## src/rtl/boot_ctl.sv

```systemverilog
`default_nettype none

`ifndef ADR_WIDTH
`define ADR_WIDTH 8
`endif
`ifndef DATA_WIDTH
`define DATA_WIDTH 8
`endif

// ============================================================================
// Module   : boot_ctl
// Purpose  : Boot and program-load sequencer for the accumulator core.
//            Holds the core in reset while a program image is streamed into
//            the shared program/data RAM over a valid/ready port, waits a
//            short drain period, then releases the core. Owns the RAM bus mux:
//            the loader drives the RAM while loading, the core while running.
//            A reload can be requested at any time while the core runs.
//
// Ports    : clk_i          system clock, rising edge
//            rst_i          synchronous active-high reset
//            start_i        reload request (honoured only while running)
//            load_data_i    program word from the loader source
//            load_valid_i   load_data_i valid
//            load_last_i    final word of the image (qualified by valid)
//            load_ready_o   a word is accepted this cycle
//            core_rst_o     registered reset to the core
//            core_adr_i     core address
//            core_data_i    core write data
//            core_we_i      core write enable
//            mem_adr_o      RAM address
//            mem_data_o     RAM write data
//            mem_we_o       RAM write enable
//            busy_o         high while loading or draining
//            words_o        words written by the last/current load
//            err_o          sticky: image exceeded 2^ADR_WIDTH words
//
// Revision : 1.0  initial release
// ============================================================================

module boot_ctl #(
  parameter int ADR_WIDTH     = `ADR_WIDTH,
  parameter int DATA_WIDTH    = `DATA_WIDTH,
  parameter bit BOOT_ON_RESET = 1'b1,
  parameter int RELEASE_DELAY = 2
) (
  input  logic                  clk_i,
  input  logic                  rst_i,
  input  logic                  start_i,
  input  logic [DATA_WIDTH-1:0] load_data_i,
  input  logic                  load_valid_i,
  input  logic                  load_last_i,
  output logic                  load_ready_o,
  output logic                  core_rst_o,
  input  logic [ADR_WIDTH-1:0]  core_adr_i,
  input  logic [DATA_WIDTH-1:0] core_data_i,
  input  logic                  core_we_i,
  output logic [ADR_WIDTH-1:0]  mem_adr_o,
  output logic [DATA_WIDTH-1:0] mem_data_o,
  output logic                  mem_we_o,
  output logic                  busy_o,
  output logic [ADR_WIDTH:0]    words_o,
  output logic                  err_o
);

  // --------------------------------------------------------------------------
  // Constants
  // --------------------------------------------------------------------------
  // The drain counter is 4 bits wide, enough for the supported 1..15 range.
  localparam int         c_dly_w    = 4;
  localparam logic [3:0] c_dly_last = 4'(RELEASE_DELAY - 1);

  typedef enum logic [1:0] {
    ST_LOAD  = 2'd0,
    ST_DRAIN = 2'd1,
    ST_RUN   = 2'd2
  } state_t;

  localparam state_t     c_rst_state = BOOT_ON_RESET ? ST_LOAD : ST_RUN;
  localparam logic       c_rst_core  = BOOT_ON_RESET;

  // --------------------------------------------------------------------------
  // Registers and their next-state values
  // --------------------------------------------------------------------------
  state_t                r_state,    w_state_nxt;
  logic [ADR_WIDTH-1:0]  r_wr_ptr,   w_wr_ptr_nxt;
  logic [ADR_WIDTH:0]    r_words,    w_words_nxt;
  logic                  r_err,      w_err_nxt;
  logic [c_dly_w-1:0]    r_dly,      w_dly_nxt;
  logic                  r_core_rst, w_core_rst_nxt;

  // Accepted loader beat. Reset masks ready, so no beat can land while rst_i
  // is high even if the state register still reads LOAD.
  logic                  w_ready;
  logic                  w_beat;

  assign w_ready = (r_state == ST_LOAD) && !rst_i;
  assign w_beat  = w_ready && load_valid_i;

  // --------------------------------------------------------------------------
  // State register
  // --------------------------------------------------------------------------
  always_ff @(posedge clk_i) begin
    if (rst_i) begin
      r_state    <= c_rst_state;
      r_wr_ptr   <= '0;
      r_words    <= '0;
      r_err      <= 1'b0;
      r_dly      <= '0;
      r_core_rst <= c_rst_core;
    end else begin
      r_state    <= w_state_nxt;
      r_wr_ptr   <= w_wr_ptr_nxt;
      r_words    <= w_words_nxt;
      r_err      <= w_err_nxt;
      r_dly      <= w_dly_nxt;
      r_core_rst <= w_core_rst_nxt;
    end
  end

  // --------------------------------------------------------------------------
  // Next-state logic
  // --------------------------------------------------------------------------
  always_comb begin
    w_state_nxt    = r_state;
    w_wr_ptr_nxt   = r_wr_ptr;
    w_words_nxt    = r_words;
    w_err_nxt      = r_err;
    w_dly_nxt      = r_dly;
    w_core_rst_nxt = r_core_rst;

    unique case (r_state)
      ST_LOAD: begin
        if (w_beat) begin
          // Pointer wraps naturally; the wrap is only reached on overflow,
          // and then the state leaves LOAD so address 0 is never rewritten.
          w_wr_ptr_nxt = r_wr_ptr + ADR_WIDTH'(1);
          w_words_nxt  = r_words + (ADR_WIDTH + 1)'(1);
          if (load_last_i) begin
            w_state_nxt = ST_DRAIN;
          end else if (&r_wr_ptr) begin
            w_err_nxt   = 1'b1;
            w_state_nxt = ST_DRAIN;
          end
        end
      end

      ST_DRAIN: begin
        // The counter starts at 0 on the last-write edge, so the core is
        // released exactly RELEASE_DELAY edges after that write.
        if (r_dly == c_dly_last) begin
          w_dly_nxt      = '0;
          w_state_nxt    = ST_RUN;
          w_core_rst_nxt = 1'b0;
        end else begin
          w_dly_nxt = r_dly + c_dly_w'(1);
        end
      end

      ST_RUN: begin
        if (start_i) begin
          w_state_nxt    = ST_LOAD;
          w_wr_ptr_nxt   = '0;
          w_words_nxt    = '0;
          w_err_nxt      = 1'b0;
          w_dly_nxt      = '0;
          w_core_rst_nxt = 1'b1;
        end
      end

      default: begin
        // Unreachable encoding: recover into a safe, held-in-reset load.
        w_state_nxt    = ST_LOAD;
        w_wr_ptr_nxt   = '0;
        w_words_nxt    = '0;
        w_err_nxt      = 1'b0;
        w_dly_nxt      = '0;
        w_core_rst_nxt = 1'b1;
      end
    endcase
  end

  // --------------------------------------------------------------------------
  // Memory bus mux
  // --------------------------------------------------------------------------
  // Loader owns the bus in LOAD, nobody in DRAIN, the core in RUN. Since the
  // mux follows the registered state, the cycle in which start_i is sampled
  // still belongs to the core; from the next cycle core writes are blocked.
  always_comb begin
    mem_adr_o  = '0;
    mem_data_o = '0;
    mem_we_o   = 1'b0;

    unique case (r_state)
      ST_LOAD: begin
        mem_adr_o  = r_wr_ptr;
        mem_data_o = w_beat ? load_data_i : '0;
        mem_we_o   = w_beat;
      end
      ST_RUN: begin
        mem_adr_o  = core_adr_i;
        mem_data_o = core_data_i;
        mem_we_o   = core_we_i && !rst_i;
      end
      default: begin
        mem_adr_o  = '0;
        mem_data_o = '0;
        mem_we_o   = 1'b0;
      end
    endcase
  end

  // --------------------------------------------------------------------------
  // Outputs
  // --------------------------------------------------------------------------
  assign load_ready_o = w_ready;
  assign core_rst_o   = r_core_rst;
  assign busy_o       = (r_state != ST_RUN);
  assign words_o      = r_words;
  assign err_o        = r_err;

endmodule

`default_nettype wire

```

## config.mk

```make
export PLATFORM = sky130hd
export DESIGN_NAME = boot_ctl
export DESIGN_NICKNAME = d
export VERILOG_FILES = /design/src/rtl/boot_ctl.sv
export SDC_FILE = /design/constraint.sdc
export NUM_CORES = 1
export LEC_CHECK = 0
export CORE_MARGIN = 4
export CORE_UTILIZATION = 46
export CTS_CLUSTER_DIAMETER = 80
export DETAILED_ROUTE_END_ITERATION = 7
export PLACE_DENSITY = 0.84
export SLEW_MARGIN = 25
export SYNTH_ARGS = -nofsm -noshare
export SYNTH_HDL_FRONTEND = slang
export SYNTH_SLANG_ARGS = --single-unit
```

## constraint.sdc

```tcl
create_clock -name clk_i -period 4.6 [get_ports clk_i]
set_input_delay 0.92 -clock clk_i [delete_from_list [all_inputs] [get_ports clk_i]]
set_output_delay 0.92 -clock clk_i [all_outputs]
set_load 0.05 [all_outputs]
```

==> out/qor.txt, run 1 <==
status: completed
Clock Pin Slew Worst Setup and Hold Paths: 0.13 ns
largest net degree at the start of global routing: 23
library cells used by synthesis: 45
layout cells sized above 1: 0.100
IO Count: 60
Worst EP required: 3.68 ns
CP max stage delay: 0.95 ns
Hold Fails Final Rpt: 0
peak supply drop: 0.165 mV
Wirelength per Cell: 14.6 µm
Final WS setup: 1.03 ns
ys flop type: dfxtp_1
Post-Synthesis Cells: 182
r2r startpoint: r_state[1]$_SDFFE_PP0P_
number of post-CTS setup repair buffers: 0
total gr overflow: 0
DR vias/cell: 5.64
worst-skew pair later-pin latency: 0.32 ns
PostCTS Resize Cnt: 0
Mapped Area: 1500 µm²
biggest area consumer among synthesized cells: dfxtp_1
Hold Crit Class: flip-flop to flip-flop
multi-input logic area: 926 µm²
r2r endpoint: r_wr_ptr[7]$_SDFFE_PP0P_
Max Cap Violations: 0
Pins Over Slew Limit: 0
mean area per synthesized cell: 8.23 µm²
R2R setup slack: 2.24 ns
critical path class: flip-flop to output pin
total number of vias: 1596
Syn Nets: 216
FMAX: 0.280 GHz
CP most frequent cell: inv_1
Post-DRT Antenna Nets: 0
Placement Rows: 20
clk_skew: 0.00677 ns
CTS tree: yes
setup TNS: 0 ns
CTS Root Cell: clkbuf_4
largest cells by area after synthesis: dfxtp_1, nor2_1, mux2i_1, a21oi_1, a22o_1
dpl ws: 1.10 ns
fin crit share: 0.776
CTS Hold Bufs: 0
total global-route track usage: 0.199
delay-heaviest family, CP: buffers and inverters
worst hold stages: 2
CTS Buffer Depth: 2
Routability Congestion: 0.812
DR pass1 iterations: 4
sequential share of the synthesized area: 0.334
initial cell density of the core: 0.487
wire length after detailed routing: 4120 µm
DR iter-0 viols: 85
DIE AREA: 4230 µm²
Synth top cells by count: nor2_1, dfxtp_1, a21oi_1
Clock H-tree levels: 1
die width: 65.1 µm
initial antenna violation count: 0
DRC viols: 0
CTS Buf Count: 3
post-synth top area share: 0.334
asr flop ratio synth: 0
Post-synth EDFFs: 0
crit path buf inv count: 3
FF+latch count, synth: 25
min-delay src: core_rst_o$_SDFFE_PP1P_
first-pass GRT wire length: 6780 µm
clock tree sinks: 25
Slowest-stage cell, CP: dfxtp_1
Final setup viols: 0
synth warn: 0
top-count cell post-synth: nor2_1
filler instances: 276
HPWL after detailed placement: 3060 µm
Sequential cell area: 500 µm²
Worst R2R Path Depth: 6
CP startpoint kind: flip-flop
critical path endpoint category: output pin
NumNets Final: 274
RSZ-0062 raised after global routing: false
Tightest Pin Transition: 0.935 ns
PortBufs: 59
Hold EP: core_rst_o$_SDFFE_PP1P_
Static Leak: 0.000780 µW
Die Ht: 65.1 µm
Core Area: 3080 µm²
max_slew headroom: 0.376
minimum clock period: 3.57 ns
cell breakdown of the critical path: inv_1 > nor2_8 > inv_1 > clkdlybuf4s50_1
Crit path arrival time: 2.65 ns
Area Growth Syn to Fin: 40.9%
diode count: 0
vias in the first global route: 1515
PwrDens: 311 nW/µm²
Crit Path Max Fanout: 20
[report_power, final]
part | switching, µW | leakage (µW) | internal (µW)
Sequential | 32.5 | 0.000202 | 227
Clock | 64.9 | 0.0000150 | 33.9
Combinational | 183 | 0.000562 | 116
Total | 280 | 0.000780 | 377
[metrics by stage]
stage          cells  area, µm²  total power (µW)  utilization  hold slack (ns)
6_report         283       2110               657        0.686            0.508
3_5_place_dp     279       2080               562        0.677            0.479
4_1_cts          283       2110               661        0.686            0.511
5_1_grt          283       2110               695        0.686            0.553
2_1_floorplan    182       1500               469            -            0.452
3_3_place_gp     279       2080               558        0.677            0.475
[placed cells by master, fill, tap and decap left out, drive strengths merged, types with 2 or more instances in the layout]
master         instances
ha                     4
o21ai                 11
nand2                 13
clkbuf                 4
a31oi                  5
nand3                  8
clkdlybuf4s50         49
a211oi                 2
nor3                   5
buf                   12
a22o                   8
a41oi                  2
a22oi                  2
nor2                  28
dfxtp                 25
inv                    6
a21oi                 18
mux2i                  9
o22ai                  2
nand4                  4
or4b                   2
o211ai                 3
[worst max path at each step]
stage | start | endpoint | slack [ns] | cells past startpoint
final | r_state[1]$_SDFFE_PP0P_ | busy_o | 1.03 | 4
after global routing | r_state[1]$_SDFFE_PP0P_ | busy_o | 0.88 | 4
after CTS | r_state[1]$_SDFFE_PP0P_ | busy_o | 1.03 | 4
after detailed placement | rst_i | mem_data_o[1] | 1.10 | 5
after global placement | rst_i | mem_data_o[6] | 1.12 | 5
after floorplan | rst_i | mem_data_o[0] | 1.55 | 4
[worst register-to-register path: cells and delay by family (launching register included)]
family | cells | cell delay, ns
flip-flops | 1 | 0.95
AND/OR/NAND/NOR | 2 | 0.48
AO/OA/AOI/OAI | 2 | 0.46
buffers and inverters | 2 | 0.42
[layout make-up]
type                    instances  share of cell area
multi-input cells             143               0.439
repair buffers                 61               0.275
flip-flops and latches         25               0.237
well taps                      44              0.0261
clock buffers                   4              0.0124
inverters                       6              0.0107
[registers in the layout (all words and copies together) (netlist names)]
signal,cells
err_o,1
r_dly,4
r_wr_ptr,8
core_rst_o,1
r_state,2
words_o,9
[routing by layer]
| layer | vias up | global-route usage | part of all wire |
|---|---|---|---|
| li1 | 794 | - | - |
| met1 | 704 | 0.257 | 0.44 |
| met2 | 90 | 0.331 | 0.44 |
| met3 | 8 | 0.0381 | 0.095 |
| met4 | 0 | 0.0699 | 0.017 |
| met5 | - | 0 | 0 |
[cell families after synthesis]
group,synth area share
AO/OA/AOI/OAI,0.278
flip-flops,0.334
adder cells (fa/ha/maj),0.0334
buffers and inverters,0.0476
AND/OR/NAND/NOR,0.246
multiplexers,0.0602
(Power assumes the default switching activity.)
==> run 2: changes to the inputs <==
- CORE_UTILIZATION: 46 -> 39
- PLACE_DENSITY: 0.84 -> 0.76
- clock period: 4.6 -> 2.9 ns (I/O delays scaled with it)
==> run 2 against run 1 <==
Compared with the run above: highest routed layer unchanged; wire length decreased by 0.12%; clock-buffer cell count decreased by 1; critical path type is now primary input to output pin; largest cell class unchanged; clock power increased by 120%; die area increased by 16%; sequential cell count unchanged.
==> out/qor.txt, run 2 (synthesis results as in run 1) <==
Routability Congestion: 0.858 (was 0.812)
dpl cells: 288 (was 279)
PortBufs: 59 (unchanged)
vias in the first global route: 1562 (was 1515)
Core Area: 3690 µm² (was 3080 µm²)
largest net degree at the start of global routing: 16 (was 23)
Logic pwr share: 0.483 (was 0.454)
layout cells sized above 1: 0.160 (was 0.100)
clock tree sinks: 25 (unchanged)
Final Non-Filler Cells: 292 (was 283)
Final setup viols: 0 (unchanged)
Tightest Pin Transition: 0.586 ns (was 0.935 ns)
Crit path arrival time: 1.97 ns (was 2.65 ns)
FMAX: 0.392 GHz
Static Leak: 0.000860 µW (was 0.000780 µW)
PostCTS Resize Cnt: 0 (unchanged)
initial antenna violation count: 0 (unchanged)
peak supply drop: 0.283 mV (was 0.165 mV)
Clock H-tree levels: 1 (unchanged)
DR pass1 iterations: 5 (was 4)
sequential share of power: 0.334 (was 0.395)
NumNets Final: 279 (was 274)
CTS Root Cell: clkbuf_8 (was clkbuf_4)
DR iter-0 viols: 94 (was 85)
Hold Crit Class: flip-flop to flip-flop (unchanged)
critical path class: primary input to output pin (was flip-flop to output pin)
multi-input logic area: 926 µm² (unchanged)
max_slew headroom: 0.609 (was 0.376)
initial cell density of the core: 0.406 (was 0.487)
diode count: 0 (unchanged)
Crit Path Max Fanout: 12 (was 20)
minimum clock period: 2.55 ns
DRC viols: 0 (unchanged)
Wirelength per Cell: 14.1 µm (was 14.6 µm)
Hold Fails Final Rpt: 0 (unchanged)
Internal: 696 µW (was 377 µW)
critical path endpoint category: output pin (unchanged)
fin crit share: 0.880
DIE AREA: 4900 µm² (was 4230 µm²)
first-pass GRT wire length: 7050 µm (was 6780 µm)
Placement Rows: 22 (was 20)
status: completed (unchanged)
Pins Over Slew Limit: 0 (unchanged)
filler instances: 344 (was 276)
DR vias/cell: 5.67 (was 5.64)
wire length after detailed routing: 4120 µm (about the same)
CTS Buffer Depth: 2 (unchanged)
Area Growth Syn to Fin: 52.1% (was 40.9%)
die width: 70.0 µm (was 65.1 µm)
PwrDens: 512 nW/µm² (was 311 nW/µm²)
Die Ht: 70.0 µm (was 65.1 µm)
clk_skew: 0.00874 ns (was 0.00677 ns)
IO Count: 60 (unchanged)
CTS Buf Count: 3 (unchanged)
Post-DRT Antenna Nets: 0 (unchanged)
most common cell after layout, fill and taps aside: clkdlybuf4s50_1 (unchanged)
total global-route track usage: 0.171 (was 0.199)
Max Cap Violations: 0 (unchanged)
HPWL after detailed placement: 3180 µm (was 3060 µm)
max reg flops: 9 (unchanged)
CTS Hold Bufs: 0 (unchanged)
RSZ-0062 raised after global routing: false (unchanged)
total number of vias: 1657 (was 1596)
Sequential cell area: 500 µm² (unchanged)
Psw: 470 µW (was 280 µW)
clock network fraction of design power: 0.183 (was 0.151)
Sw Ratio: 0.403 (was 0.426)
setup TNS: 0 ns (unchanged)
commonest cells after routing, fill and taps aside: clkdlybuf4s50_1, nor2_1, dfxtp_1 (unchanged)
worst-skew pair later-pin latency: 0.27 ns (was 0.32 ns)
Clock Pin Slew Worst Setup and Hold Paths: 0.09 ns (was 0.13 ns)
CTS tree: yes (unchanged)
number of post-CTS setup repair buffers: 0 (unchanged)
Worst EP required: 2.32 ns (was 3.68 ns)
total gr overflow: 0 (unchanged)
CP startpoint kind: primary input (was flip-flop)
run 2: cell types whose count changed in the layout (fill, tap and decap cells not counted), moves of 3 or more:
cell and delta:
clkbuf_8 +3, buf_4 +4, clkbuf_4 -3, clkdlybuf4s50_1 -9, buf_12 +10
run 2: layout make-up:
cell class                      count  share of cell area
Multi-Input combinational cell    143               0.406
Clock inverter                      1             0.00329
Tap cell                           48              0.0264
Inverter                            6             0.00988
Clock buffer                        3              0.0181
Sequential cell                    25               0.220
Timing Repair Buffer               66               0.316
run 2: final timing paths:
check / start / endpoint / slack, ns / cells past startpoint
worst max-delay path: load_valid_i / mem_data_o[3] / 0.35 / 5
worst min-delay path: core_rst_o$_SDFFE_PP1P_ / core_rst_o$_SDFFE_PP1P_ / 0.48 / 2
worst min register to register: core_rst_o$_SDFFE_PP1P_ / core_rst_o$_SDFFE_PP1P_ / 0.48 / 2
worst max register to register: r_state[0]$_SDFFE_PP0P_ / r_dly[2]$_SDFFE_PP0P_ / 1.03 / 4
run 2: worst max-delay path: stages:
cell and delay (ns):
clkdlybuf4s50_1 0.57, nor4b_4 0.25, buf_4 0.23, a22o_1 0.20
buf_12 0.15
run 2: per-layer routing:
layer | wire, µm | vias up | GRT usage
li1 | - | 806 | -
met1 | 1840 | 772 | 0.218
met2 | 1780 | 75 | 0.268
met3 | 454 | 4 | 0.0619
met4 | 39 | 0 | 0.0553
met5 | 0 | - | 0
run 2: power by group through the flow:
stage | Combinational, µW | Clock (µW) | Sequential [µW]
after floorplan | 344 | 0 | 399
after global placement | 561 | 0 | 397
after detailed placement | 563 | 0 | 398
after CTS | 566 | 215 | 390
after global routing | 600 | 232 | 394
final | 563 | 214 | 389
run 2: per-stage QoR:
| stage | util | power (µW) | hold WS [ns] | area [µm²] | worst slack, ns |
|---|---|---|---|---|---|
| after floorplan | - | 744 | 0.452 | 1500 | 0.529 |
| after global placement | 0.604 | 958 | 0.453 | 2230 | 0.389 |
| after detailed placement | 0.604 | 961 | 0.461 | 2230 | 0.358 |
| after CTS | 0.618 | 1170 | 0.482 | 2280 | 0.355 |
| after global routing | 0.618 | 1230 | 0.517 | 2280 | 0.240 |
| final | 0.618 | 1170 | 0.479 | 2280 | 0.347 |
